**src/rtl/lora_chirp_phase_gen_pkg.sv**
```systemverilog
// Shared constants and FSM state type for the LoRa chirp phase generator.
// Define CHIRP_PHASE_RESET_EN to zero the phase on every symbol accept.
package lora_chirp_phase_gen_pkg;

  localparam int PRECISION = 25;
  localparam int SF_MAX    = 12;
  localparam int OSR_LOG2  = 2;
  localparam int SF_MIN    = 6;

  typedef enum logic {
    IDLE,
    RUN
  } state_t;

endpackage

```
**src/rtl/lora_chirp_inc.sv**
```systemverilog
// Per-sample phase increment of a linear chirp: maps the frequency word,
// the latched spreading factor and direction to a PRECISION-bit step.
module lora_chirp_inc #(
  parameter int PRECISION = lora_chirp_phase_gen_pkg::PRECISION,
  parameter int SF_MAX    = lora_chirp_phase_gen_pkg::SF_MAX,
  parameter int OSR_LOG2  = lora_chirp_phase_gen_pkg::OSR_LOG2
) (
  input  logic [SF_MAX+OSR_LOG2-1:0] fw,
  input  logic [3:0]                 sf_l,
  input  logic                       down,
  output logic [PRECISION-1:0]       inc
);

  logic [7:0]           sh;
  logic [PRECISION-1:0] fw_x;
  logic [PRECISION-1:0] mag;
  logic [PRECISION-1:0] off;
  logic [PRECISION-1:0] raw;

  // Half the band in phase-per-sample; centres the sweep on DC.
  assign off  = PRECISION'(1) << (PRECISION - 1 - OSR_LOG2);
  assign sh   = 8'(PRECISION - 2 * OSR_LOG2) - {4'b0, sf_l};
  assign fw_x = PRECISION'(fw);
  assign mag  = fw_x << sh;
  assign raw  = mag - off;
  assign inc  = down ? -raw : raw;

endmodule

```
**src/rtl/lora_chirp_phase_gen.sv**
```systemverilog
// LoRa chirp phase accumulator: one symbol per handshake, one angle per sample.
// Define CHIRP_PHASE_RESET_EN to clear the phase on every symbol accept.
module lora_chirp_phase_gen #(
  parameter int PRECISION = lora_chirp_phase_gen_pkg::PRECISION,
  parameter int SF_MAX    = lora_chirp_phase_gen_pkg::SF_MAX,
  parameter int OSR_LOG2  = lora_chirp_phase_gen_pkg::OSR_LOG2
) (
  input  logic                 clk,
  input  logic                 rst,
  input  logic [3:0]           sf,
  input  logic [SF_MAX-1:0]    sym,
  input  logic                 sym_down,
  input  logic                 sym_valid,
  output logic                 sym_ready,
  output logic [PRECISION-1:0] angle,
  output logic                 angle_valid,
  input  logic                 out_ready,
  output logic                 sym_done
);

  import lora_chirp_phase_gen_pkg::*;

  localparam int CW = SF_MAX + OSR_LOG2;

  state_t               state;
  state_t               state_nx;
  logic [3:0]           sf_l;
  logic [3:0]           sf_c;
  logic [SF_MAX-1:0]    sym_l;
  logic [SF_MAX-1:0]    smask;
  logic                 down_l;
  logic [CW-1:0]        n;
  logic [CW-1:0]        lmask;
  logic [CW-1:0]        fw;
  logic [PRECISION-1:0] acc;
  logic [PRECISION-1:0] acc_nx;
  logic [PRECISION-1:0] inc;
  logic                 hs;
  logic                 last;
  logic                 accept;

  always_comb begin
    sf_c = sf;
    if (sf < 4'(SF_MIN)) sf_c = 4'(SF_MIN);
    if (sf > 4'(SF_MAX)) sf_c = 4'(SF_MAX);
  end

  assign smask = (SF_MAX'(1) << sf_c) - SF_MAX'(1);

  // L-1 mask; the shift overflows to 0 at SF_MAX and wraps to all ones.
  assign lmask = (CW'(1) << (sf_l + 4'(OSR_LOG2))) - CW'(1);
  assign last  = (n == lmask);
  assign fw    = ((CW'(sym_l) << OSR_LOG2) + n) & lmask;

  assign hs     = (state == RUN) && out_ready;
  assign accept = sym_valid && sym_ready;

  lora_chirp_inc #(
    .PRECISION (PRECISION),
    .SF_MAX    (SF_MAX),
    .OSR_LOG2  (OSR_LOG2)
  ) u_inc (
    .fw   (fw),
    .sf_l (sf_l),
    .down (down_l),
    .inc  (inc)
  );

  always_ff @(posedge clk) begin
    if (rst) state <= IDLE;
    else     state <= state_nx;
  end

  always_comb begin
    state_nx = state;
    case (state)
      IDLE:    if (accept) state_nx = RUN;
      RUN:     if (hs && last && !accept) state_nx = IDLE;
      default: state_nx = IDLE;
    endcase
  end

  always_comb begin
    sym_ready   = !rst && ((state == IDLE) || (hs && last));
    angle_valid = (state == RUN);
    sym_done    = !rst && hs && last;
  end

  always_comb begin
    acc_nx = acc;
    if (hs) acc_nx = acc + inc;
`ifdef CHIRP_PHASE_RESET_EN
    if (accept) acc_nx = '0;
`endif
  end

  always_ff @(posedge clk) begin
    if (rst) begin
      sf_l   <= '0;
      sym_l  <= '0;
      down_l <= 1'b0;
      n      <= '0;
      acc    <= '0;
      angle  <= '0;
    end else begin
      if (accept) begin
        sf_l   <= sf_c;
        sym_l  <= sym & smask;
        down_l <= sym_down;
        n      <= '0;
      end else if (hs) begin
        n <= last ? '0 : n + CW'(1);
      end
      acc <= acc_nx;
      // After the final sample with no follow-on symbol, angle keeps it.
      if (accept || (hs && !last)) angle <= acc_nx;
    end
  end

endmodule

```
**config.mk**
```make
export PLATFORM = sky130hd
export DESIGN_NAME = lora_chirp_phase_gen
export DESIGN_NICKNAME = d
export VERILOG_FILES = /design/src/rtl/lora_chirp_phase_gen_pkg.sv /design/src/rtl/lora_chirp_inc.sv /design/src/rtl/lora_chirp_phase_gen.sv
export SDC_FILE = /design/constraint.sdc
export NUM_CORES = 1
export LEC_CHECK = 0
export ABC_AREA = 0
export BUFFER_PORTS_ARGS = -buffer_cell sky130_fd_sc_hd__buf_2
export CAP_MARGIN = 20
export CORE_ASPECT_RATIO = 0.8
export CORE_MARGIN = 2
export CORE_UTILIZATION = 45
export CTS_CLUSTER_DIAMETER = 30
export DETAILED_ROUTE_END_ITERATION = 12
export SLEW_MARGIN = 20
export SYNTH_ARGS = -nofsm -noshare
export SYNTH_HDL_FRONTEND = slang
export SYNTH_SLANG_ARGS = --single-unit
```
**constraint.sdc**
```tcl
create_clock -name clk -period 6.9 [get_ports clk]
set_input_delay 0.69 -clock clk [delete_from_list [all_inputs] [get_ports clk]]
set_output_delay 0.69 -clock clk [all_outputs]
set_load 0.05 [all_outputs]
```
==> impl_results.md <==
- Status: finished clean
- RePlAce Congestion: 0.9607
- Routed Antenna Nets: 0
- Fin Clk Skew: 16.94 ps
- Crit path time final: 6539 ps
- Post-DP Area: 7754 sq um
- Final Cycle Share: 94.77%
- Die Footprint: around 17,000 sq um
- Lkg Pwr: ~3.3 nW
- Cell row count: 41
- Hold Crit Class: reg -> reg
- Rel. slew slack: 36.77%
- Max Buffers Root-to-Sink: 2
- Fin worst setup slack: 360.8 ps
- Initial antenna violation count: 1
- Non-filler cells, final: 1,223
- Register area share after synthesis: 22.67%
- Synth warn: 0
- 1st-pass router iterations: 5
- Seq pwr share: 35.0%
- Startpoint Class: flip-flop
- Antenna Cells: 0
- Final Net Count: 1,074
- Final design area excluding fillers: 8127 sq um
- Util after Layout: 51.60%
- Vias in the first global route: 6,309
- Hold Slack: 494.9 ps
- Worst Max-Slew Pin Slew: around 950 ps
- Syn Area/Cell: 7.512 sq um
- First-pass GRT wire length: between 30,000 and 40,000 um
- All-Layer GR Usage: 23.99%
- Total power: 1.460 mW
- Setup_tns: 0 ps
- Worst reg2reg setup slack: 360 ps
- DP HPWL: 15,290 um
- CTS clock-pin slew for the worst setup and hold paths: roughly 60 ps
- Commonest non-fill, non-tap cell in the layout: nor2_1
- Width of the chip: 145.8 um
- Crit Path Class: reg -> reg
- Crit-path max FO: 13
- Max-slew violations: 0
- CTS tree: yes
- Post-synthesis async set-or-reset flop share: 0%
- Core footprint: 15,750 sq um
- VDD IR max: 0.1382 mV
- Setup crit end kind: flip-flop
- Critical path data arrival time: 6780 ps
- # hold bufs at CTS: 0
- Placed cell count: 1,206
- Later-pin clock latency in the skew report: 360 ps
- Overflow after GRT: 0
- Initial core utilization: 45.98%
- Vias: 7,158
- CP required: 7140 ps
- H-tree Lvls: 3
- Synth-to-layout area growth: 12.21%
- Setup violations, final: 0
- TritonCTS buffer count: 9
- Die height: about 120 um
- Switching share of power: 35.26%
- Yosys reg bits: 82
- Comb power frac: 29.4%
- Mapped cell area: 7242 sq um
- Max_cap viols: 0
- Clock network fraction of total power: 35.7%
- Final hold violation count: 0
- DRC: 0
- Ports: 49
- Switch Pwr: about 0.5 mW
- Top_reg_cell synth: dfxtp_1
- Largest net degree at the start of global routing: 75
- Iteration-0 DRC Markers: 582
- Post-synth EDFFs: 0
- Pre-CTS WS: -57.07 ps
- Clock Sinks: 82
- Post-Syn Instances: 964
- Fmax achieved: about 150 MHz
- Vias/cell: 5.853
- Wirelength, routed: 20,390 um
- Commonest cells after routing, fill and taps aside: nor2_1 (137), nand2_1 (88), dfxtp_1 (81)
- Count of cell types in the netlist: 92
- Int Power: 0.9450 mW
- Root Buffer: clkbuf_16
- Pwr dens: approximately 180 nW/um^2
- Port Buffers: 48
- Fraction of layout cells with a size suffix above 1: 13.59%
- DR WL/cell: 16.68 um
Yosys cell counts (5+ instances only):
library cell,instances,area [sq um]
a211oi_1,32,240.2
a21o_1,12,90.09
a21oi_1,64,320.3
a22oi_1,8,60.06
a31oi_1,14,87.58
a32o_1,6,60.06
and2_1,8,50.05
and3_1,13,81.33
buf_2,12,60.06
clkbuf_1,33,123.9
dfxtp_1,82,1642
ha_1,48,600.6
inv_1,21,78.83
mux2i_1,13,130.1
nand2_1,88,330.3
nand2b_1,27,168.9
nand3_1,27,135.1
nand4_1,15,93.84
nor2_1,138,518.0
nor2b_1,7,43.79
nor3_1,26,130.1
nor4_1,8,50.05
o211ai_1,11,82.58
o21a_1,6,45.04
o21ai_0,44,220.2
o21ai_1,7,35.03
o21bai_1,7,52.55
o22ai_1,6,37.54
o31ai_1,9,67.56
or3_1,5,31.28
xnor2_1,37,324.1
xor2_1,32,280.3
power by group through the flow:
stage	clock [mW]	combinational, mW	sequential (mW)
final	0.520	0.429	0.510
after global routing	0.549	0.471	0.514
after detailed placement	0	0.417	0.521
after global placement	0	0.421	0.520
after CTS	0.535	0.422	0.510
after floorplan	0	0.281	0.558
per-layer routing:
metal  global-route usage [%]  routed length (um)  part of all wire [%]
met1                    37.37               10590                    52
met4                    6.495                 290                   1.4
met5                        0                  13                 0.064
met3                    5.659                1761                   8.6
met2                    32.37                7735                    38
critical path, cell delays in order (launching register included):
cell and delay (ps):
dfxtp_1 390, ha_2 250, xor2_2 170, nor2_2 70
nand2_1 140, ha_4 230, nor2_1 110, and4_1 250
or4_1 500, o221a_2 160, a32o_1 270, a21oi_2 220
and2_1 210, nand3_1 110, or4_4 540, o21ai_1 160
xor2_1 190, ha_1 310, and4_1 210, nor2b_1 150
nor4_2 370, o21ai_1 150, a21o_1 210, a211oi_1 210
xnor3_1 480, mux2i_1 140, a211o_1 220
state kept, by name (all words and copies together), names as in the netlist:
signal       cells
angle           25
sf_l             4
sym_l           12
down_l           1
n               14
acc             25
angle_valid      1
worst paths after layout:
check | startpoint | depth (start not counted) | endpoint
max | sf_l[2] | 26 | angle[24]
min | angle[7] | 2 | angle[7]
min reg2reg | angle[7] | 2 | angle[7]
max reg2reg | sf_l[2] | 26 | angle[24]
cells by family after synthesis:
kind of cell | synth area share (%)
AOI/OAI and AO/OA | 26.83
xor gates and xnor gates | 9.105
adders and majority gates | 8.846
buffers and inverters | 4.458
DFF | 22.67
muxes | 2.730
other | 0.05178
and+or+nand+nor | 25.31
what timing repair did:
item	4_1_cts	5_1_grt
pin swaps	0	1
setup buffers	0	1
resized for setup	4	9
setup endpoints to repair	1	5
gates cloned	0	0
area by class of cell:
class | count | area (sq um)
Fill cell | 1591 | 7622
Multi-Input combinational cell | 806 | 5335
Sequential cell | 82 | 1643
Timing Repair Buffer | 79 | 473.0
Tap cell | 215 | 269.0
Clock buffer | 10 | 239.0
Inverter | 25 | 93.84
Clock inverter | 6 | 73.82
Note: power is estimated with default switching activity, not from simulation.
